--- config.mk ---
export PLATFORM = sky130hd
export DESIGN_NAME = i2c_bus_conditioner_flat
export DESIGN_NICKNAME = d
export VERILOG_FILES = /design/src/rtl/i2c_bus_conditioner_if.sv /design/src/rtl/i2c_bus_conditioner.sv /design/src/flat_wrapper.sv
export SDC_FILE = /design/constraint.sdc
export NUM_CORES = 1
export LEC_CHECK = 0
export ABC_AREA = 1
export BUFFER_PORTS_ARGS = -buffer_cell sky130_fd_sc_hd__clkbuf_2
export CAP_MARGIN = 20
export CORE_MARGIN = 2
export CORE_UTILIZATION = 50
export CTS_CLUSTER_SIZE = 12
export DETAILED_ROUTE_END_ITERATION = 6
export GPL_TIMING_DRIVEN = 0
export MAX_ROUTING_LAYER = met4
export PLACE_DENSITY_LB_ADDON = 0.12
export SLEW_MARGIN = 20
export SYNTH_ARGS = -nofsm -noshare
export SYNTH_HDL_FRONTEND = slang
export SYNTH_SLANG_ARGS = --single-unit
--- constraint.sdc ---
create_clock -name iClk -period 3.9 [get_ports iClk]
set_clock_uncertainty 0.15 [all_clocks]
set_input_delay 0 -clock iClk [delete_from_list [all_inputs] [get_ports iClk]]
set_output_delay 0 -clock iClk [all_outputs]
set_load 0.01 [all_outputs]
--- src/rtl/i2c_bus_conditioner_if.sv ---
// Master-side I2C pin bundle: raw pins and controls in, clean levels and event strobes out.
interface i2c_bus_conditioner_if;
    logic iEn;
    logic iSCL_raw;
    logic iSDA_raw;
    logic iTimeoutClr;
    logic oSCL;
    logic oSDA;
    logic oSCL_rise;
    logic oSCL_fall;
    logic oStart;
    logic oRepStart;
    logic oStop;
    logic oBusBusy;
    logic oTimeout;

    modport master (
        output iEn, iSCL_raw, iSDA_raw, iTimeoutClr,
        input  oSCL, oSDA, oSCL_rise, oSCL_fall, oStart, oRepStart, oStop, oBusBusy, oTimeout
    );

    modport slave (
        input  iEn, iSCL_raw, iSDA_raw, iTimeoutClr,
        output oSCL, oSDA, oSCL_rise, oSCL_fall, oStart, oRepStart, oStop, oBusBusy, oTimeout
    );
endinterface

--- src/rtl/i2c_bus_conditioner.sv ---
// Synchronizes and deglitches raw SCL/SDA, emits edge/START/STOP strobes and tracks
// bus ownership with a stuck-low SCL timeout.
module i2c_bus_conditioner #(
    parameter int FILT_CNT = 3,
    parameter int TO_W     = 20,
    parameter int TO_LIMIT = 625000
) (
    input  logic                   iClk,
    input  logic                   iRstn,
    i2c_bus_conditioner_if.slave   bus
);
    typedef enum logic [1:0] {IDLE, BUSY, TIMEOUT} busStateT;

    localparam logic [3:0]      FILT_LAST = 4'(FILT_CNT - 1);
    localparam logic [TO_W-1:0] TO_LAST   = TO_W'(TO_LIMIT - 1);

    // Bit 0 carries SCL, bit 1 carries SDA through the whole front end.
    logic [1:0]      sync1, sync2, filt, filtPrev;
    logic [1:0][3:0] filtCnt;

    busStateT        state, stateNext;
    logic [TO_W-1:0] toCnt, toCntNext;
    logic            sclRiseQ, sclFallQ, startQ, repStartQ, stopQ, busyQ;
    logic            startNext, repStartNext, stopNext, busyNext;
    logic            sclUp, sclDn, startCond, stopCond;

    // NOTE: sequential state uses non-blocking assignments so every flop samples pre-edge values.
    always_ff @(posedge iClk or negedge iRstn) begin
        if (!iRstn) begin
            sync1    <= 2'b11;
            sync2    <= 2'b11;
            filt     <= 2'b11;
            filtPrev <= 2'b11;
            filtCnt  <= '0;
        end else begin
            sync1    <= {bus.iSDA_raw, bus.iSCL_raw};
            sync2    <= sync1;
            filtPrev <= filt;
            for (int i = 0; i < 2; i++) begin
                if (sync2[i] == filt[i]) begin
                    filtCnt[i] <= '0;
                end else if (filtCnt[i] == FILT_LAST) begin
                    filt[i]    <= sync2[i];
                    filtCnt[i] <= '0;
                end else begin
                    filtCnt[i] <= filtCnt[i] + 4'd1;
                end
            end
        end
    end

    // SCL must be high and stable across both samples, so a simultaneous SCL change masks START/STOP.
    assign sclUp     = filt[0] & ~filtPrev[0];
    assign sclDn     = ~filt[0] & filtPrev[0];
    assign startCond = filtPrev[1] & ~filt[1] & filt[0] & filtPrev[0];
    assign stopCond  = ~filtPrev[1] & filt[1] & filt[0] & filtPrev[0];

    // NOTE: every output of this block is defaulted first, so no path can infer a latch.
    always_comb begin
        stateNext    = state;
        toCntNext    = toCnt;
        startNext    = 1'b0;
        repStartNext = 1'b0;
        stopNext     = 1'b0;
        if (!bus.iEn) begin
            stateNext = IDLE;
            toCntNext = '0;
        end else begin
            unique case (state)
                IDLE: begin
                    toCntNext = '0;
                    if (startCond) begin
                        stateNext = BUSY;
                        startNext = 1'b1;
                    end else if (stopCond) begin
                        stopNext = 1'b1;
                    end
                end
                BUSY: begin
                    if (startCond) begin
                        repStartNext = 1'b1;
                        toCntNext    = '0;
                    end else if (stopCond) begin
                        stopNext  = 1'b1;
                        stateNext = IDLE;
                        toCntNext = '0;
                    end else if (sclRiseQ) begin
                        toCntNext = '0;
                    end else if (!filt[0]) begin
                        if (toCnt == TO_LAST) begin
                            stateNext = TIMEOUT;
                            toCntNext = '0;
                        end else if (toCnt != '1) begin
                            toCntNext = toCnt + TO_W'(1);
                        end
                    end
                end
                TIMEOUT: begin
                    toCntNext = '0;
                    if (bus.iTimeoutClr && filt[0] && filt[1]) stateNext = IDLE;
                end
                default: begin
                    stateNext = IDLE;
                    toCntNext = '0;
                end
            endcase
        end
        // Busy covers the STOP strobe cycle itself so consumers see the closing event while owned.
        busyNext = (stateNext == BUSY) || (state == BUSY && stopNext);
    end

    always_ff @(posedge iClk or negedge iRstn) begin
        if (!iRstn) begin
            state     <= IDLE;
            toCnt     <= '0;
            sclRiseQ  <= 1'b0;
            sclFallQ  <= 1'b0;
            startQ    <= 1'b0;
            repStartQ <= 1'b0;
            stopQ     <= 1'b0;
            busyQ     <= 1'b0;
        end else begin
            state     <= stateNext;
            toCnt     <= toCntNext;
            sclRiseQ  <= bus.iEn & sclUp;
            sclFallQ  <= bus.iEn & sclDn;
            startQ    <= startNext;
            repStartQ <= repStartNext;
            stopQ     <= stopNext;
            busyQ     <= busyNext;
        end
    end

    assign bus.oSCL      = filt[0];
    assign bus.oSDA      = filt[1];
    assign bus.oSCL_rise = sclRiseQ;
    assign bus.oSCL_fall = sclFallQ;
    assign bus.oStart    = startQ;
    assign bus.oRepStart = repStartQ;
    assign bus.oStop     = stopQ;
    assign bus.oBusBusy  = busyQ & bus.iEn;
    assign bus.oTimeout  = (state == TIMEOUT) & bus.iEn;
endmodule

--- src/flat_wrapper.sv ---
// flat-port wrapper written by rule: the top's interface ports become plain ports
module i2c_bus_conditioner_flat 
#(
    parameter int FILT_CNT = 3,
    parameter int TO_W     = 20,
    parameter int TO_LIMIT = 625000
)
  (iClk, iRstn, bus_iEn, bus_iSCL_raw, bus_iSDA_raw, bus_iTimeoutClr, bus_oSCL, bus_oSDA, bus_oSCL_rise, bus_oSCL_fall, bus_oStart, bus_oRepStart, bus_oStop, bus_oBusBusy, bus_oTimeout);
  i2c_bus_conditioner_if bus_i ();
  input  logic iClk;
  input  logic iRstn;
  input wire logic [$bits(bus_i.iEn)-1:0] bus_iEn;
  input wire logic [$bits(bus_i.iSCL_raw)-1:0] bus_iSCL_raw;
  input wire logic [$bits(bus_i.iSDA_raw)-1:0] bus_iSDA_raw;
  input wire logic [$bits(bus_i.iTimeoutClr)-1:0] bus_iTimeoutClr;
  output wire logic [$bits(bus_i.oSCL)-1:0] bus_oSCL;
  output wire logic [$bits(bus_i.oSDA)-1:0] bus_oSDA;
  output wire logic [$bits(bus_i.oSCL_rise)-1:0] bus_oSCL_rise;
  output wire logic [$bits(bus_i.oSCL_fall)-1:0] bus_oSCL_fall;
  output wire logic [$bits(bus_i.oStart)-1:0] bus_oStart;
  output wire logic [$bits(bus_i.oRepStart)-1:0] bus_oRepStart;
  output wire logic [$bits(bus_i.oStop)-1:0] bus_oStop;
  output wire logic [$bits(bus_i.oBusBusy)-1:0] bus_oBusBusy;
  output wire logic [$bits(bus_i.oTimeout)-1:0] bus_oTimeout;
  assign bus_i.iEn = bus_iEn;
  assign bus_i.iSCL_raw = bus_iSCL_raw;
  assign bus_i.iSDA_raw = bus_iSDA_raw;
  assign bus_i.iTimeoutClr = bus_iTimeoutClr;
  assign bus_oSCL = bus_i.oSCL;
  assign bus_oSDA = bus_i.oSDA;
  assign bus_oSCL_rise = bus_i.oSCL_rise;
  assign bus_oSCL_fall = bus_i.oSCL_fall;
  assign bus_oStart = bus_i.oStart;
  assign bus_oRepStart = bus_i.oRepStart;
  assign bus_oStop = bus_i.oStop;
  assign bus_oBusBusy = bus_i.oBusBusy;
  assign bus_oTimeout = bus_i.oTimeout;
  i2c_bus_conditioner #(.FILT_CNT(FILT_CNT), .TO_W(TO_W), .TO_LIMIT(TO_LIMIT)) u_core (.iClk(iClk), .iRstn(iRstn), .bus(bus_i));
endmodule
==> run_results.csv <==
group,metric,value,unit
finish,diodes,0,
sta,final_hold_viol_count,0,
route,wl_met3,161,um
synthesis,synth-seq-area-share,0.4711,
clock_tree,cts_setup_buffers,0,
sta,layout_setup_ws,1.808,ns
placed_design,hpwl,3342,um
job,maxCapViolCount,0,
worst_setup_path,start_kind,"flop",
synthesis,synthCells,308,
placed_design,dpl_worst_slack,1.852,ns
sta,rsz0062_at_grt,"no",
synthesis,ys_types,28,
synthesis,synth.top_cell.area_share,0.3820,
worst_setup_path,critPathCaptureType,"flop",
clock_tree,cts_root_buf,"clkbuf_8",
route,wl_met2,1991,um
clock_tree,cts_tree,"built",
sta,setup_viol,0,
clock_tree,cts_buffer_depth,2,
sta,slew_violations,0,
sta,fin_tns_setup,0,ns
synthesis,syn_nets,319,
power_and_ir_drop,pwr-share-comb,0.182,
synthesis,ys_top_cells_by_area,"dfrtp_1 (38%), nand2_1 (13%), dfstp_2 (8.9%)",
worst_setup_path,critical_path_arrival,2.16,ns
grt,grt_pass1_vias,1809,
route,vias,1901,
sta,max_freq,477.9,MHz
power_and_ir_drop,intPower,721.4,uW
synthesis,async_reset_ff_frac,1.000,
worst_setup_path,cp_max_fo,7,
route,wirelength,4585,um
sta,tightestPinTransition,0.5254,ns
synthesis,syn_area,2359,um^2
synthesis,syn_area_per_cell,7.658,um^2
floorplan,io_pins,15,
power_and_ir_drop,p_leak,0.001320,uW
route,drt_pass1_iterations,4,
grt,track_usage,0.2024,
clock_tree,cts_buffers,5,
floorplan,start_util,0.5307,
placed_design,place_congestion,0.8805,
sta,min_period_over_period,0.5365,
floorplan,dieWidth,72.68,um
sta,min_period,2.092,ns
route,wl_per_cell,11.85,um
power_and_ir_drop,power.switching,317.6,uW
power_and_ir_drop,power.share.sequential,0.552,
grt,grt_pass1_wl,8045,um
power_and_ir_drop,power_density,394.9,nW/um^2
sta,max_slew_margin,0.6497,
route,drtAntennaViolNets,0,
clock_tree,clk_pin_slew_worst_paths,0.08,ns
synthesis,synth_common_cells,"nand2_1 (82), inv_1 (51), nor2_1 (40)",
grt,grt_max_degree,45,
route,drc_errors,0,
power_and_ir_drop,p_sw_frac,0.3056,
route,top_layer,"met4",
route,viasPerCell,4.912,
clock_tree,clock-sinks,44,
placed_design,io_buffers,14,
power_and_ir_drop,vdd_drop_max,258.3,uV
route,wl_met1,2369,um
synthesis,yosysWarnings,0,
route,drt_iter0_markers,154,
clock_tree,clk-insertion-delay-late,0.30,ns
grt,gr-total-overflow,0,
synthesis,synth_edf_count,0,
floorplan,core.rowCount,24,
synthesis,ys_ff_latch,44,
power_and_ir_drop,pwr-share-clk,0.266,
synthesis,synth_flop_cell,"dfrtp_1",
finish,nets,345,
worst_setup_path,required,3.97,ns
floorplan,dieArea,5282,um^2
finish,syn_to_final_growth,11.56,%
clock_tree,h-tree-depth,2,
synthesis,synth.most_common_cell,"nand2_1",
worst_setup_path,path_class,"reg2reg",
hold_path,hold_path_class,"in2async",
floorplan,core_area,4444,um^2
grt,antenna_found_initial,0,
finish,drive_gt1_frac,0.1373,
floorplan,fp.dieH,72.68,um
synthesis,synth_top_cell_by_area,"dfrtp_1",
status,outcome,"finished, final reports clean",
[power by group through the flow]
stage	logic [uW]	registers, uW	clock network, uW
final	189	574	276
after detailed placement	188	584	0
after floorplan	126	580	0
after CTS	192	575	290
after global placement	183	581	0
after global routing	222	582	308
[sequential cells by signal, indices dropped and copies added (netlist names)]
name,count
u_core.bus.oSCL_rise,1
u_core.filtCnt,8
u_core.sync1,2
u_core.bus.oSCL_fall,1
u_core.bus.oStart,1
u_core.busyQ,1
u_core.bus.oRepStart,1
u_core.sync2,2
u_core.toCnt,20
u_core.filt,2
u_core.filtPrev,2
u_core.bus.oStop,1
u_core.state,2
[final cells by class]
type | instances | area (um^2)
fillers | 424 | 1813
flip-flops and latches | 44 | 1111
multi-input cells | 208 | 1011
inverters | 52 | 195.2
repair buffers | 19 | 122.6
clock buffers | 6 | 72.57
well taps | 52 | 65.06
plain buffers | 4 | 41.29
clock inverters | 2 | 12.51
[cell families (layout without fill, tap and decap cells)]
| family | count (synthesis) | in the layout | share of synthesized area |
|---|---|---|---|
| DFF | 44 | 44 | 0.4711 |
| AOI/OAI and AO/OA | 22 | 22 | 0.05835 |
| and+or+nand+nor | 177 | 177 | 0.3289 |
| adders and majority gates | 5 | 5 | 0.02653 |
| buffers and inverters | 56 | 83 | 0.1003 |
| xor gates and xnor gates | 4 | 4 | 0.01486 |
[per-stage QoR]
step	std cells	hold slack [ns]	total power (uW)	instance area, um^2	util
after floorplan	308	-0.4456	705.6	2359	-
after CTS	387	0.1704	1057	2629	0.5915
after global placement	374	-0.06110	763.9	2494	0.5611
final	387	0.06666	1039	2631	0.5921
after detailed placement	374	-0.06075	771.5	2494	0.5611
after global routing	387	0.1398	1113	2631	0.5921
[worst max-delay path: stages (launching register included)]
cell and delay (ns):
dfrtp_1 0.39, ha_1 0.24, nand2_2 0.13, nor2_4 0.12, nand2_1 0.06, nor2_1 0.08, nand3_1 0.10, nand2_2 0.13
nand2_4 0.10, nand2_1 0.25, inv_2 0.10, a21oi_1 0.13
[routing by layer]
| layer | global-route usage | vias up |
|---|---|---|
| met5 | - | - |
| met4 | 0.06584 | 0 |
| met3 | 0.04972 | 6 |
| met2 | 0.2899 | 27 |
| met1 | 0.2827 | 862 |
| li1 | - | 1006 |
[worst paths after layout]
path                                 start              end  slack, ns  cells after the start
max                        u_core.toCnt[1]  u_core.toCnt[5]       1.81                     11
min                                  iRstn  u_core.state[0]       0.07                      2
max reg2reg                u_core.toCnt[1]  u_core.toCnt[5]       1.81                     11
min reg2reg                u_core.sync1[1]  u_core.sync2[1]       0.21                      0
max in group asynchronous            iRstn   u_core.filt[0]       3.16                      2
min in group iClk             bus_iSCL_raw  u_core.sync1[0]       0.18                      2
[cells in the final DEF (no fill, tap or decap)]
| cell type | instances |
|---|---|
| nand2_1 | 82 |
| inv_1 | 51 |
| nor2_1 | 40 |
| dfrtp_1 | 36 |
| nand3_1 | 28 |
| clkbuf_2 | 13 |
| nor3_1 | 12 |
| a21oi_1 | 8 |
| o21ai_0 | 8 |
| dfstp_2 | 8 |
| clkbuf_8 | 6 |
| ha_1 | 5 |
| dlygate4sd3_1 | 5 |
| nand2_2 | 3 |
| a21boi_2 | 3 |
| nand4_1 | 2 |
| xnor2_1 | 2 |
| xor2_1 | 2 |
| nor2_4 | 2 |
| nor3_2 | 2 |
| buf_6 | 2 |
| nor4_1 | 2 |
| o211ai_1 | 2 |
| nand3b_1 | 1 |
| a211o_1 | 1 |
| nand2_4 | 1 |
| inv_2 | 1 |
| and3_1 | 1 |
| buf_2 | 1 |
| nor2_2 | 1 |
| clkbuf_1 | 1 |
| clkinv_2 | 1 |
| clkinvlp_4 | 1 |
| buf_4 | 1 |
[what timing repair did]
action,4_1_cts,5_1_grt
hold buffers,5,0
gates resized for setup,0,0
endpoints found under the hold margin,46,0
Note: power is estimated with default switching activity, not from simulation.
